[src/rtl/pacman_pkg.sv]
// Shared types and constants for the Pac-Man sprite path: direction/animation
// encodings, body colours, per-frame body polarity and the pipeline tag.
package pacman_pkg;

    typedef enum logic [1:0] {
        DIR_RIGHT = 2'd0,
        DIR_LEFT  = 2'd1,
        DIR_UP    = 2'd2,
        DIR_DOWN  = 2'd3
    } dir_t;

    typedef enum logic [1:0] {
        F0 = 2'd0,
        F1 = 2'd1,
        F2 = 2'd2
    } anim_t;

    localparam logic [11:0] PAC_YELLOW = 12'hFF0;
    localparam logic [11:0] PAC_FREEZE = 12'h6CF;

    // Bit n set: body pixels of frame n are stored as index 1 (frames 0,3,5,6,7,8,9).
    localparam logic [11:0] BODY_IS_ONE = 12'h3E9;
    localparam int unsigned NUM_FRAMES = 12;

    // Per-pixel side information that travels alongside the ROM access.
    typedef struct packed {
        logic       in_box;
        logic       freeze;
        logic [3:0] frame_id;
    } pix_tag_t;

    function automatic logic [3:0] frame_id_of(input dir_t d, input anim_t s);
        return ({2'b00, d} * 4'd3) + {2'b00, s};
    endfunction

endpackage

[src/rtl/pacman_frame_color.sv]
// Resolves the ROM palette index of one pixel to hit flag and 12-bit RGB using
// the body polarity of the frame it was fetched from.
module pacman_frame_color
    import pacman_pkg::*;
(
    input  logic [3:0]  frame_id,
    input  logic        in_box,
    input  logic        index,
    input  logic        freeze,
    output logic        hit,
    output logic [11:0] rgb
);

    logic body_one;

    always_comb begin
        body_one = 1'b0;
        if (frame_id < 4'(NUM_FRAMES)) begin
            body_one = BODY_IS_ONE[frame_id];
        end
        hit = in_box && (index == body_one);
        rgb = 12'h000;
        if (hit) begin
            rgb = freeze ? PAC_FREEZE : PAC_YELLOW;
        end
    end

endmodule

[src/rtl/pacman_sprite_fetch.sv]
// Pac-Man sprite fetch: frame-latched position/direction, mouth animation, ROM
// addressing and colour resolve. Optional PAC_FREEZE_EN enables freeze colouring.
module pacman_sprite_fetch
    import pacman_pkg::*;
#(
    parameter int unsigned SPR_SIZE = 16,
    parameter int unsigned ANIM_DIV = 4,
    parameter int unsigned ROM_LAT  = 1   // must be >= 1
) (
    input  logic                           Clk,
    input  logic                           Reset_n,
    input  logic                           frame_start,
    input  logic [9:0]                     DrawX,
    input  logic [9:0]                     DrawY,
    input  logic [9:0]                     pac_x,
    input  logic [9:0]                     pac_y,
    input  logic [1:0]                     dir,
    input  logic                           moving,
    input  logic                           freeze,
    output logic [2*$clog2(SPR_SIZE)+3:0]  rom_addr,
    input  logic                           rom_index,
    output logic                           pix_hit,
    output logic [11:0]                    pix_rgb
);

    localparam int unsigned CW = $clog2(SPR_SIZE);
    localparam int unsigned DW = (ANIM_DIV > 1) ? $clog2(ANIM_DIV) : 1;
    localparam logic [10:0]   SPAN     = 11'(SPR_SIZE);
    localparam logic [DW-1:0] DIV_LAST = DW'(ANIM_DIV - 1);

    logic [9:0] px_q, py_q;
    dir_t       dir_q;
    logic       frz_cur;

    always_ff @(posedge Clk or negedge Reset_n) begin
        if (!Reset_n) begin
            px_q  <= '0;
            py_q  <= '0;
            dir_q <= DIR_RIGHT;
        end else if (frame_start) begin
            px_q  <= pac_x;
            py_q  <= pac_y;
            dir_q <= dir_t'(dir);
        end
    end

`ifdef PAC_FREEZE_EN
    logic freeze_q;

    always_ff @(posedge Clk or negedge Reset_n) begin
        if (!Reset_n) begin
            freeze_q <= 1'b0;
        end else if (frame_start) begin
            freeze_q <= freeze;
        end
    end

    assign frz_cur = freeze_q;
`else
    logic unused_freeze;
    assign unused_freeze = freeze;
    assign frz_cur       = 1'b0;
`endif

    // Mouth animation: ping-pong F0->F1->F2->F1->F0, one step per ANIM_DIV moving frames.
    anim_t         state_q, state_d;
    logic          up_q, up_d;
    logic [DW-1:0] div_q, div_d;

    always_comb begin
        state_d = state_q;
        up_d    = up_q;
        div_d   = div_q;
        if (frame_start && moving) begin
            if (div_q == DIV_LAST) begin
                div_d = '0;
                case (state_q)
                    F0: begin
                        state_d = F1;
                        up_d    = 1'b1;
                    end
                    F1:      state_d = up_q ? F2 : F0;
                    F2: begin
                        state_d = F1;
                        up_d    = 1'b0;
                    end
                    default: state_d = F0;
                endcase
            end else begin
                div_d = div_q + 1'b1;
            end
        end
    end

    always_ff @(posedge Clk or negedge Reset_n) begin
        if (!Reset_n) begin
            state_q <= F0;
            up_q    <= 1'b1;
            div_q   <= '0;
        end else begin
            state_q <= state_d;
            up_q    <= up_d;
            div_q   <= div_d;
        end
    end

    // Stage 0: hit test. The extra borrow bit rejects pixels left/above the
    // sprite origin, so a sprite hanging off the left or top edge is clipped.
    logic [10:0]  dx, dy;
    logic         in_box0;
    logic [3:0]   frame_id0;
    pix_tag_t     tag0;

    always_comb begin
        dx        = {1'b0, DrawX} - {1'b0, px_q};
        dy        = {1'b0, DrawY} - {1'b0, py_q};
        in_box0   = (dx < SPAN) && (dy < SPAN);
        frame_id0 = frame_id_of(dir_q, state_q);
        tag0      = '{in_box: in_box0, freeze: frz_cur, frame_id: frame_id0};
    end

    // pipe[0] is S1 (alongside rom_addr); pipe[ROM_LAT] lines up with rom_index.
    pix_tag_t [ROM_LAT:0] pipe;

    always_ff @(posedge Clk or negedge Reset_n) begin
        if (!Reset_n) begin
            rom_addr <= '0;
            pipe     <= '0;
        end else begin
            rom_addr <= {frame_id0, dy[CW-1:0], dx[CW-1:0]};
            pipe     <= {pipe[ROM_LAT-1:0], tag0};
        end
    end

    logic        hit_c;
    logic [11:0] rgb_c;

    pacman_frame_color u_color (
        .frame_id (pipe[ROM_LAT].frame_id),
        .in_box   (pipe[ROM_LAT].in_box),
        .index    (rom_index),
        .freeze   (pipe[ROM_LAT].freeze),
        .hit      (hit_c),
        .rgb      (rgb_c)
    );

    always_ff @(posedge Clk or negedge Reset_n) begin
        if (!Reset_n) begin
            pix_hit <= 1'b0;
            pix_rgb <= '0;
        end else begin
            pix_hit <= hit_c;
            pix_rgb <= rgb_c;
        end
    end

endmodule
[config.mk]
export PLATFORM = sky130hd
export DESIGN_NAME = pacman_sprite_fetch
export DESIGN_NICKNAME = d
export VERILOG_FILES = /design/src/rtl/pacman_pkg.sv /design/src/rtl/pacman_frame_color.sv /design/src/rtl/pacman_sprite_fetch.sv
export SDC_FILE = /design/constraint.sdc
export NUM_CORES = 1
export LEC_CHECK = 0
export CELL_PAD_IN_SITES_DETAIL_PLACEMENT = 1
export CELL_PAD_IN_SITES_GLOBAL_PLACEMENT = 1
export CORE_MARGIN = 1.5
export CORE_UTILIZATION = 33
export DETAILED_ROUTE_END_ITERATION = 6
export PLACE_DENSITY = 0.85
export REMOVE_ABC_BUFFERS = 1
export SLEW_MARGIN = 30
export SYNTH_ARGS = -nofsm -noshare
export SYNTH_HDL_FRONTEND = slang
export SYNTH_SLANG_ARGS = --single-unit
[constraint.sdc]
create_clock -name Clk -period 2.35 [get_ports Clk]
set_input_delay 0.47 -clock Clk [delete_from_list [all_inputs] [get_ports Clk]]
set_output_delay 0.47 -clock Clk [all_outputs]
set_load 0.005 [all_outputs]
==> impl_results.md, run 1 <==
* Run status: completed
* Kind of critical path: in2reg
* Post-placement cell count at just under 500
* Vias at about 2,400
* Final hold vios at 0
* First DRT Iteration DRCs at 73
* Die X at about 95 um
* Row cnt at 33
* Multi-input gate area at 0.00161 mm2
* Die Y at 95.0 um
* Syn Inst Count at roughly 290
* Drt first pass iters at 4
* Antenna violations before repair at 0
* Post-synthesis cell area at between 0.002 and 0.003 mm2
* CP Capture Type: register
* Die ar. at 0.00902 mm2
* DR WL/cell at 16.0 um
* Yosys reg bits at 46
* FF+latch area at between 0.001 and 0.0015 mm2
* LEAKAGE at roughly 1.9 nW
* Total power at approximately 2.7 mW
* Cell Pwr Density at between 600 and 700 mW/mm2
* RSZ-0062 raised after global routing: true
* Drt via density at 4.85
* VDD IR max at around 370 uV
* Final cell count without fillers at around 500
* Mean Syn Cell Area at between 9 and 10 um2
* Worst Path Max Fanout at 3
* Max-slew violations at 0
* Final min period at ~2300 ps
* Max Clock Freq at 427 MHz
* CP Launch Type: input pin
* Clk Tree Root Cell: clkbuf_8
* Crit path DAT at 2590 ps
* Post-synthesis sequential area ratio at approximately two fifths
* # DRC at 0
* Clk buf depth at 2
* Max Cap Viol at 0
* Synthesis-to-finish area growth at 49.4%
* N_diodes at 0
* Post-DP HPWL at 5930 um
* H-tree depth at 2
* CTS sink cnt at 46
* Hold Path Class: in2async
* Pin count of the biggest net entering global routing at 24
* Reg clk slew, reported paths at ~90 ps
* CTS buffer count at 5
* Post-CTS Hold Fix Bufs at 0
* Initial Util at 34.0%
* Share of post-route cells with drive strength above 1 at between 20 and 30%
* Final RePlAce weighted congestion at 0.969
* Crit path required time at 2600 ps
* Setup Viol. Count Final at 0
* First-pass GRT wire length at 12,600 um
* Vias in the first global route at ~2,700
* Yosys warns at 0
* Global route overflow at 0
* NumNets Final at 467
* PortBufs at 67
* Async S/R FF share, synth at between 90% and 100%
* Routed WL at 7940 um
* Yosys cell types at between 50 and 60
* I/O Pins at 73
* Clk_skew at slightly below 5 ps
* # fillers at about 900
* Core Box Area at around 0.0082 mm2
* Total Routing Usage GR at about 18%
* Post-route ant nets at 0
* Clk_lat worst skew at 300 ps
* Fin crit share at between 90% and 100%
* Top FF cell, synth: dfrtp_1
* CTS tree: yes
* EDFF count, synth at 0
[cell families after synthesis]
group | count (synthesis) | synth area share (%)
flops | 46 | 41.3
buf+inv | 61 | 10.7
simple gates | 65 | 11.4
compound gates | 72 | 17.6
mux | 8 | 3.05
fa+ha+maj | 28 | 13.6
xor+xnor | 7 | 2.20
other cells | 1 | 0.134
[layout by cell type, fill, tap and decap left out, types with 6 or more instances in the layout]
| cell | synthesis | final |
|---|---|---|
| clkdlybuf4s50_1 | 0 | 55 |
| buf_4 | 18 | 51 |
| dfrtp_1 | 45 | 45 |
| inv_1 | 36 | 36 |
| nand2_1 | 28 | 28 |
| o21ai_0 | 33 | 28 |
| ha_1 | 24 | 10 |
| ha_4 | 0 | 10 |
| nor2_1 | 9 | 7 |
| dlymetal6s2s_1 | 0 | 6 |
[worst paths after layout]
| path | slack [ps] | cells past startpoint | to | from |
|---|---|---|---|---|
| min | 40 | 1 | py_q[9] | Reset_n |
| max in group asynchronous | 1700 | 2 | up_q | Reset_n |
| min in group Clk | 390 | 0 | pipe[7] | pipe[1] |
| max | 6 | 8 | pipe[5] | DrawX[4] |
| min reg2reg | 390 | 0 | pipe[7] | pipe[1] |
| max reg2reg | 70 | 9 | pipe[5] | px_q[0] |
[synthesized netlist by cell type (all sizes together), types with 3 or more instances]
master | count | share of area, %
dfrtp | 45 | 40
inv | 36 | 4.8
o21ai | 36 | 6.7
nand2 | 29 | 4.0
ha | 24 | 11
buf | 20 | 5.2
a21oi | 11 | 2.1
nor2 | 9 | 1.2
a21o | 6 | 1.7
nor3 | 6 | 1.1
clkbuf | 5 | 0.67
nor2b | 5 | 1.1
xnor2 | 5 | 1.6
fa | 4 | 2.9
mux2 | 4 | 1.6
mux2i | 4 | 1.4
nand4 | 3 | 0.67
[stage by stage]
stage / instance area, um2 / setup WS [ps] / TNS, ps / utilization (%) / hold slack [ps]
floorplan: 2640 / -80.8 / -80.8 / - / 174
global placement: 3770 / -591 / -591 / 45.9 / 358
detailed placement: 3770 / -679 / -679 / 45.9 / 370
CTS: 4040 / 1.31 / 0 / 49.2 / 48.1
global route: 4170 / -76.0 / -76.0 / 50.7 / 51.3
finish: 4170 / 5.64 / 0 / 50.7 / 37.6
[routing by layer]
metal	routed length [um]	track usage (%)
met1	3110	19.5
met2	4450	36.5
met5	0	0
met3	282	3.62
met4	91	4.73
[layout make-up]
class / count / area share [%]
inverter: 36 / 3.24
tap: 105 / 3.15
clock inverter: 2 / 0.330
multi-input combinational: 184 / 38.5
sequential: 46 / 27.6
clock buffer: 6 / 1.74
timing repair buffer: 118 / 25.4
[registers in the layout, indices dropped and copies added, names as in the netlist]
register	cells
pipe	10
px_q	10
py_q	10
rom_addr	8
dir_q	2
div_q	2
state_q	2
pix_rgb	1
up_q	1
[critical path: stages]
cell	delay [ps]
clkdlybuf4s50_1	540
ha_4	240
a21oi_1	180
o21a_2	220
mux2i_1	240
nand4_1	180
a2111oi_4	300
o2111a_1	230
[power by group]
group          internal [mW]  switching (mW)  leakage (nW)  total [mW]
logic                  0.617           0.505          1.33        1.12
registers              0.964          0.0953         0.558        1.06
clock network          0.211           0.292        0.0452       0.503
total                   1.79           0.893          1.93        2.69
[repair_timing]
| item | CTS | global route |
|---|---|---|
| pin swaps | 21 | 15 |
| hold endpoints to repair | 0 | 0 |
| resized for setup | 32 | 25 |
| buffers inserted | 6 | 1 |
| setup endpoints to repair | 1 | 1 |
Power figures use the tool's default switching activity.
==> run 2: changes to the inputs <==
--- a/config.mk
+++ b/config.mk
@@ -8,9 +8,12 @@
 export CELL_PAD_IN_SITES_DETAIL_PLACEMENT = 1
 export CELL_PAD_IN_SITES_GLOBAL_PLACEMENT = 1
 export CORE_MARGIN = 1.5
-export CORE_UTILIZATION = 33
+export CORE_UTILIZATION = 43
+export CTS_CLUSTER_DIAMETER = 200
+export CTS_CLUSTER_SIZE = 14
 export DETAILED_ROUTE_END_ITERATION = 6
-export PLACE_DENSITY = 0.85
+export DONT_BUFFER_PORTS = 1
+export PLACE_DENSITY = 0.84
 export REMOVE_ABC_BUFFERS = 1
 export SLEW_MARGIN = 30
 export SYNTH_ARGS = -nofsm -noshare
==> run 2 against run 1 <==
The run now ends with setup timing left. Clock-buffer cell count is 1 lower. Critical path depth is 1 higher. Largest cell class unchanged. Sequential cell count stayed put. Largest power group is now sequential cells. Global-route usage is 0.54 points lower. Core utilization is 3.6 points lower. Sequential share of layout area is 11 points higher. Routed wire length is 23% lower.
==> impl_results.md, run 2 (same netlist as run 1, synthesis figures left out) <==
* Total Routing Usage GR at 17.9% (-0.54 points)
* First DRT Iteration DRCs at 66 (-9.6%)
* Share of post-route cells with drive strength above 1 at 15.7% (-12 points)
* Met2 usage at 32.2% (-4.3 points)
* Failing checks: setup timing
* Dpl ws at -212 ps (+467 ps)
* Die Y at 83.6 um (-12%)
* Crit path required time at 2590 ps (about the same)
* Psw at 0.764 mW (-14%)
* Cell Pwr Density at 756 mW/mm2 (+17%)
* Drt first pass iters at 4 (unchanged)
* Drt via density at 5.46 (+13%)
* Post-DP HPWL at 4590 um (-23%)
* Flop pwr share at 47.7% (+8.2 points)
* Max Cap Viol at 0 (unchanged)
* Commonest cells after routing, fill and taps aside: dfrtp_1, inv_1, o21ai_0, nand2_1, ha_1
* Vias in the first global route at 2,053 (-25%)
* Antenna violations before repair at 0 (unchanged)
* First-pass GRT wire length at 9800 um (-22%)
* Final hold vios at 0 (unchanged)
* Max Clock Freq at 423 MHz (-0.85%)
* Clk buf depth at 2 (unchanged)
* Pin count of the biggest net entering global routing at 47 (+96%)
* CP Launch Type: register
* # fillers at 722 (-20%)
* Comb power frac at 30.2% (-12 points)
* CTS sink cnt at 46 (unchanged)
* Internal cell power at 1.49 mW (-17%)
* CP Capture Type: register
* Run status: finished, violations left
* Final RePlAce weighted congestion at 0.899 (-7.2%)
* N_diodes at 0 (unchanged)
* Vias at 1,988 (-18%)
* NumNets Final at 362 (-22%)
* Net Sw Frac at 33.9% (+0.68 points)
* DR WL/cell at 16.8 um (+5.1%)
* Biggest regs: pipe (10), px_q (10), py_q (10)
* I/O Pins at 73 (unchanged)
* RSZ-0062 raised after global routing: true
* Fin crit share at 101% (+0.85 points)
* # DRC at 0 (unchanged)
* Final min period at 2360 ps (+20.0 ps)
* Global route overflow at 0 (unchanged)
* Clk_skew at 5.95 ps (+1.10 ps)
* Die X at 83.6 um (-12%)
* Die ar. at 0.00698 mm2 (-23%)
* Initial Util at 44.2% (+10 points)
* Final TNS setup at -14.4 ps (-14.4 ps)
* FF+latch area at 0.00115 mm2 (unchanged)
* M3 GR Usage at 4.55% (+0.93 points)
* Kind of critical path: reg2reg
* Max-slew violations at 0 (unchanged)
* Met1 Use GR at 20.8% (+1.3 points)
* PortBufs at 0 (-100%)
* GR peak layer: met2
* CTS tree: yes
* Clk Tree Root Cell: clkbuf_8
* Clk_lat worst skew at 300 ps (about the same)
* Clk pwr share at 22.1% (+3.4 points)
* Core Box Area at 0.00631 mm2 (-23%)
* H-tree depth at 2 (unchanged)
* CTS buffer count at 5 (unchanged)
* Most common cell after layout, fill and taps aside: dfrtp_1
* Synthesis-to-finish area growth at 6.68%
* Row cnt at 29 (-12%)
* Crit path DAT at 2610 ps (+20 ps)
* Post-route ant nets at 0 (unchanged)
* Post-route setup slack at -14.4 ps (-20.0 ps)
* VDD IR max at 375 uV (+1.6%)
* Hold Path Class: in2reg
* Routed WL at 6110 um (-23%)
* Reg clk slew, reported paths at 90 ps (about the same)
* Multi-input gate area at 0.00139 mm2 (-14%)
* Worst Path Max Fanout at 3 (unchanged)
* LEAKAGE at 1.42 nW (-27%)
* Setup Viol. Count Final at 1 (+1)
-- run 2: changes by cell type in the layout (fill, tap and decap cells not counted), sizes merged --
cell           change
inv                +1
clkbuf             -1
dlymetal6s2s       -6
dlygate4sd2        -5
dlygate4sd3        +1
buf               -40
clkdlybuf4s50     -55
-- run 2: final cells by class --
type / count / share of cell area [%]
tap: 77 / 3.24
timing repair buffer: 13 / 4.04
inverter: 36 / 4.54
clock buffer: 5 / 2.31
clock inverter: 3 / 0.631
multi-input combinational: 184 / 46.5
sequential: 46 / 38.7
-- run 2: final timing paths --
kind / from / depth (start not counted) / slack, ps / end
min in group asynchronous: Reset_n / 2 / 700 / rom_addr[3]
max: py_q[0] / 9 / -10 / pipe[5]
min: frame_start / 1 / 260 / py_q[1]
min reg2reg: pipe[5] / 0 / 410 / pipe[11]
max in group asynchronous: Reset_n / 2 / 1370 / up_q
max reg2reg: py_q[0] / 9 / -10 / pipe[5]
-- run 2: stage by stage --
stage / cell area, um2 / util (%) / instances / hold WS (ps) / power, mW
finish: 2980 / 47.1 / 364 / 256 / 2.25
global route: 2980 / 47.1 / 364 / 234 / 2.42
CTS: 2920 / 46.3 / 361 / 0.990 / 2.26
detailed placement: 2790 / 44.3 / 351 / 175 / 1.72
global placement: 2790 / 44.3 / 351 / 175 / 1.66
floorplan: 2640 / - / 266 / 174 / 1.53
-- run 2: worst max-delay path, cell delays in order, from the launching register on --
cell	delay, ps
dfrtp_1	420
ha_4	170
fa_2	340
nand2b_1	160
a21oi_2	190
nor4_1	80
a221oi_2	190
nand4_1	190
a2111oi_4	310
o2111a_1	240
-- run 2: timing repair --
| action | CTS | global route |
|---|---|---|
| endpoints found under the setup margin | 1 | 1 |
| pin swaps | 5 | 6 |
| hold buffers | 1 | 1 |
| hold endpoints to repair | 46 | 1 |
| gates resized for setup | 3 | 7 |
| gates cloned | 0 | 0 |
| setup buffers | 1 | 2 |
-- run 2: per-layer routing --
layer	part of all wire [%]	routed length, um
met1	42	2550
met2	51	3130
met3	4.8	295
met4	2.2	134
met5	0	0
-- run 2: power groups by stage --
stage                     Clock [mW]  Combinational [mW]  Sequential, mW
after floorplan                    0               0.475            1.06
after global placement             0               0.578            1.08
after detailed placement           0               0.628            1.10
after CTS                      0.520               0.660            1.08
after global routing           0.552               0.771            1.10
final                          0.497               0.679            1.08
==> run 3: changes to the inputs <==
--- a/config.mk
+++ b/config.mk
@@ -8,12 +8,12 @@
 export CELL_PAD_IN_SITES_DETAIL_PLACEMENT = 1
 export CELL_PAD_IN_SITES_GLOBAL_PLACEMENT = 1
 export CORE_MARGIN = 1.5
-export CORE_UTILIZATION = 43
+export CORE_UTILIZATION = 51
 export CTS_CLUSTER_DIAMETER = 200
 export CTS_CLUSTER_SIZE = 14
 export DETAILED_ROUTE_END_ITERATION = 6
 export DONT_BUFFER_PORTS = 1
-export PLACE_DENSITY = 0.84
+export PLACE_DENSITY = 0.93
 export REMOVE_ABC_BUFFERS = 1
 export SLEW_MARGIN = 30
 export SYNTH_ARGS = -nofsm -noshare
==> constraint.sdc (replaced) <==
create_clock -name Clk -period 3 [get_ports Clk]
set_input_delay 0.6 -clock Clk [delete_from_list [all_inputs] [get_ports Clk]]
set_output_delay 0.6 -clock Clk [all_outputs]
set_load 0.005 [all_outputs]
==> run 3 against run 2 <==
The flow now finishes without violations. Hold slack lost 120 ps. Routed wire length grew 0.47%. Via count shrank 0.75%. Register-to-register slack gained 470 ps. Total power shrank 20%. Setup slack gained 470 ps. Fmax shrank 7.0%. Sequential cell count is the same. Critical path depth is the same. Final cell count shrank 5.2%.
==> impl_results.md, run 3 (same netlist as run 1, synthesis figures left out) <==
* Final TNS setup at 0 ps (+14.4 ps)
* Clk Tree Root Cell: clkbuf_8
* Final min period at 2540 ps (+178 ps)
* DR WL/cell at 17.8 um (+6.0%)
* Die Y at 77.0 um (-7.9%)
* Postcts setup bufs at 0 (-1)
* Vias in the first global route at 2,159 (+5.2%)
* NumNets Final at 350 (-3.3%)
* Crit path DAT at 2780 ps (+170 ps)
* Clk buf depth at 2 (unchanged)
* Final RePlAce weighted congestion at 0.831 (-7.6%)
* LEAKAGE at 1.36 nW (-4.0%)
* Reg-to-Reg End: pipe[5]
* Setup Viol. Count Final at 0 (-1)
* CP Capture Type: register
* Post-DP HPWL at 4490 um (-2.1%)
* Fin crit share at 84.8% (-16 points)
* H-tree depth at 2 (unchanged)
* Worst Path Max Fanout at 4 (+1)
* PortBufs at 0 (unchanged)
* CTS tree: yes
* Total Routing Usage GR at 22.5% (+4.7 points)
* # DRC at 0 (unchanged)
* Vias at 1,973 (-0.75%)
* Reg2Reg Depth at 9 (unchanged)
* Most common cell after layout, fill and taps aside: dfrtp_1
* Synthesis-to-finish area growth at 2.60%
* Max Clock Freq at 393 MHz (-7.0%)
* N_diodes at 0 (unchanged)
* Reg clk slew, reported paths at 90 ps (about the same)
* Max Cap Viol at 0 (unchanged)
* CP Launch Type: register
* Final hold vios at 0 (unchanged)
* Total power at 1.80 mW (-20%)
* RSZ-0062 raised after global routing: false
* Drt first pass iters at 4 (unchanged)
* Clk_lat worst skew at 290 ps (about the same)
* Post-route ant nets at 0 (unchanged)
* I/O Pins at 73 (unchanged)
* Drt via density at 5.72 (+4.7%)
* Routed WL at 6140 um (+0.47%)
* Biggest regs: pipe (10), px_q (10), py_q (10)
* Commonest cells after routing, fill and taps aside: dfrtp_1, inv_1, o21ai_0, nand2_1, ha_1
* Global route overflow at 0 (unchanged)
* First-pass GRT wire length at 10,500 um (+7.2%)
* Crit path required time at 3240 ps (+650 ps)
* VDD IR max at 287 uV (-23%)
* Kind of critical path: reg2reg
* Clk_skew at 4.99 ps (-0.963 ps)
* First DRT Iteration DRCs at 106 (+61%)
* Pin count of the biggest net entering global routing at 46 (-2.1%)
* CTS sink cnt at 46 (unchanged)
* Core Box Area at 0.00520 mm2 (-18%)
* Cell Pwr Density at 629 mW/mm2 (-17%)
* Run status: completed
* Share of post-route cells with drive strength above 1 at 9.45% (-6.2 points)
* Die ar. at 0.00592 mm2 (-15%)
* # fillers at 615 (-15%)
* Die X at 77.0 um (-7.9%)
* Initial Util at 53.6% (+9.4 points)
* CTS buffer count at 5 (unchanged)
* Launch point of the worst reg-to-reg path: py_q[0]
* Worst R2R Setup Slack at 460 ps (+470 ps)
* Antenna violations before repair at 0 (unchanged)
* Hold Path Class: in2async
* Max-slew violations at 0 (unchanged)
* Row cnt at 26 (-10%)
## run 3: report_power, final
part / internal [mW] / leakage [nW] / switching [mW]
Sequential: 0.756 / 0.558 / 0.0858
Combinational: 0.215 / 0.753 / 0.284
Clock: 0.249 / 0.0514 / 0.212
## run 3: how the worst max path moves through the flow
stage,from,endpoint,slack (ps)
floorplan,DrawY[0],pipe[5],440
global placement,DrawY[0],pipe[5],300
detailed placement,DrawY[0],pipe[5],220
CTS,py_q[0],pipe[5],480
global route,py_q[0],pipe[5],360
finish,py_q[0],pipe[5],460
## run 3: final cells by class
type	count	area [um2]	area share, %
multi-input cells	184	1350	47.2
flip-flops and latches	46	1150	40.3
inverters	36	135	4.72
well taps	70	87.6	3.06
clock buffers	6	72.6	2.53
clock inverters	2	37.5	1.31
repair buffers	1	27.5	0.962
## run 3: stage by stage
stage / util, % / hold WS (ps) / setup WS [ps] / area [um2] / std cells
finish: 55.0 / 138 / 457 / 2860 / 345
global placement: 52.4 / 305 / 302 / 2730 / 336
floorplan: - / 304 / 439 / 2640 / 266
CTS: 55.0 / 133 / 476 / 2860 / 345
global route: 55.0 / 121 / 364 / 2860 / 345
detailed placement: 52.4 / 305 / 225 / 2730 / 336
## run 3: critical path, stage by stage (launching register included)
cell       delay, ps
dfrtp_1          400
ha_1             210
fa_1             410
nand2b_1         180
a21oi_2          240
o311ai_1         110
a31oi_1          220
o221ai_2         150
a2111oi_4        350
o2111a_1         230
## run 3: what timing repair did
item | in CTS | in global routing
hold buffers | 1 | 0
resized for setup | 0 | 0
endpoints found under the hold margin | 45 | 0
## run 3: metal layers
| layer | routed length (um) | part of all wire, % | global-route usage, % | vias to the layer above |
|---|---|---|---|---|
| li1 | - | - | - | 931 |
| met2 | 3190 | 52 | 39.1 | 54 |
| met3 | 285 | 4.6 | 5.24 | 4 |
| met5 | 0 | 0 | 0 | - |
| met4 | 55 | 0.90 | 6.67 | 0 |
| met1 | 2610 | 42 | 27.8 | 984 |
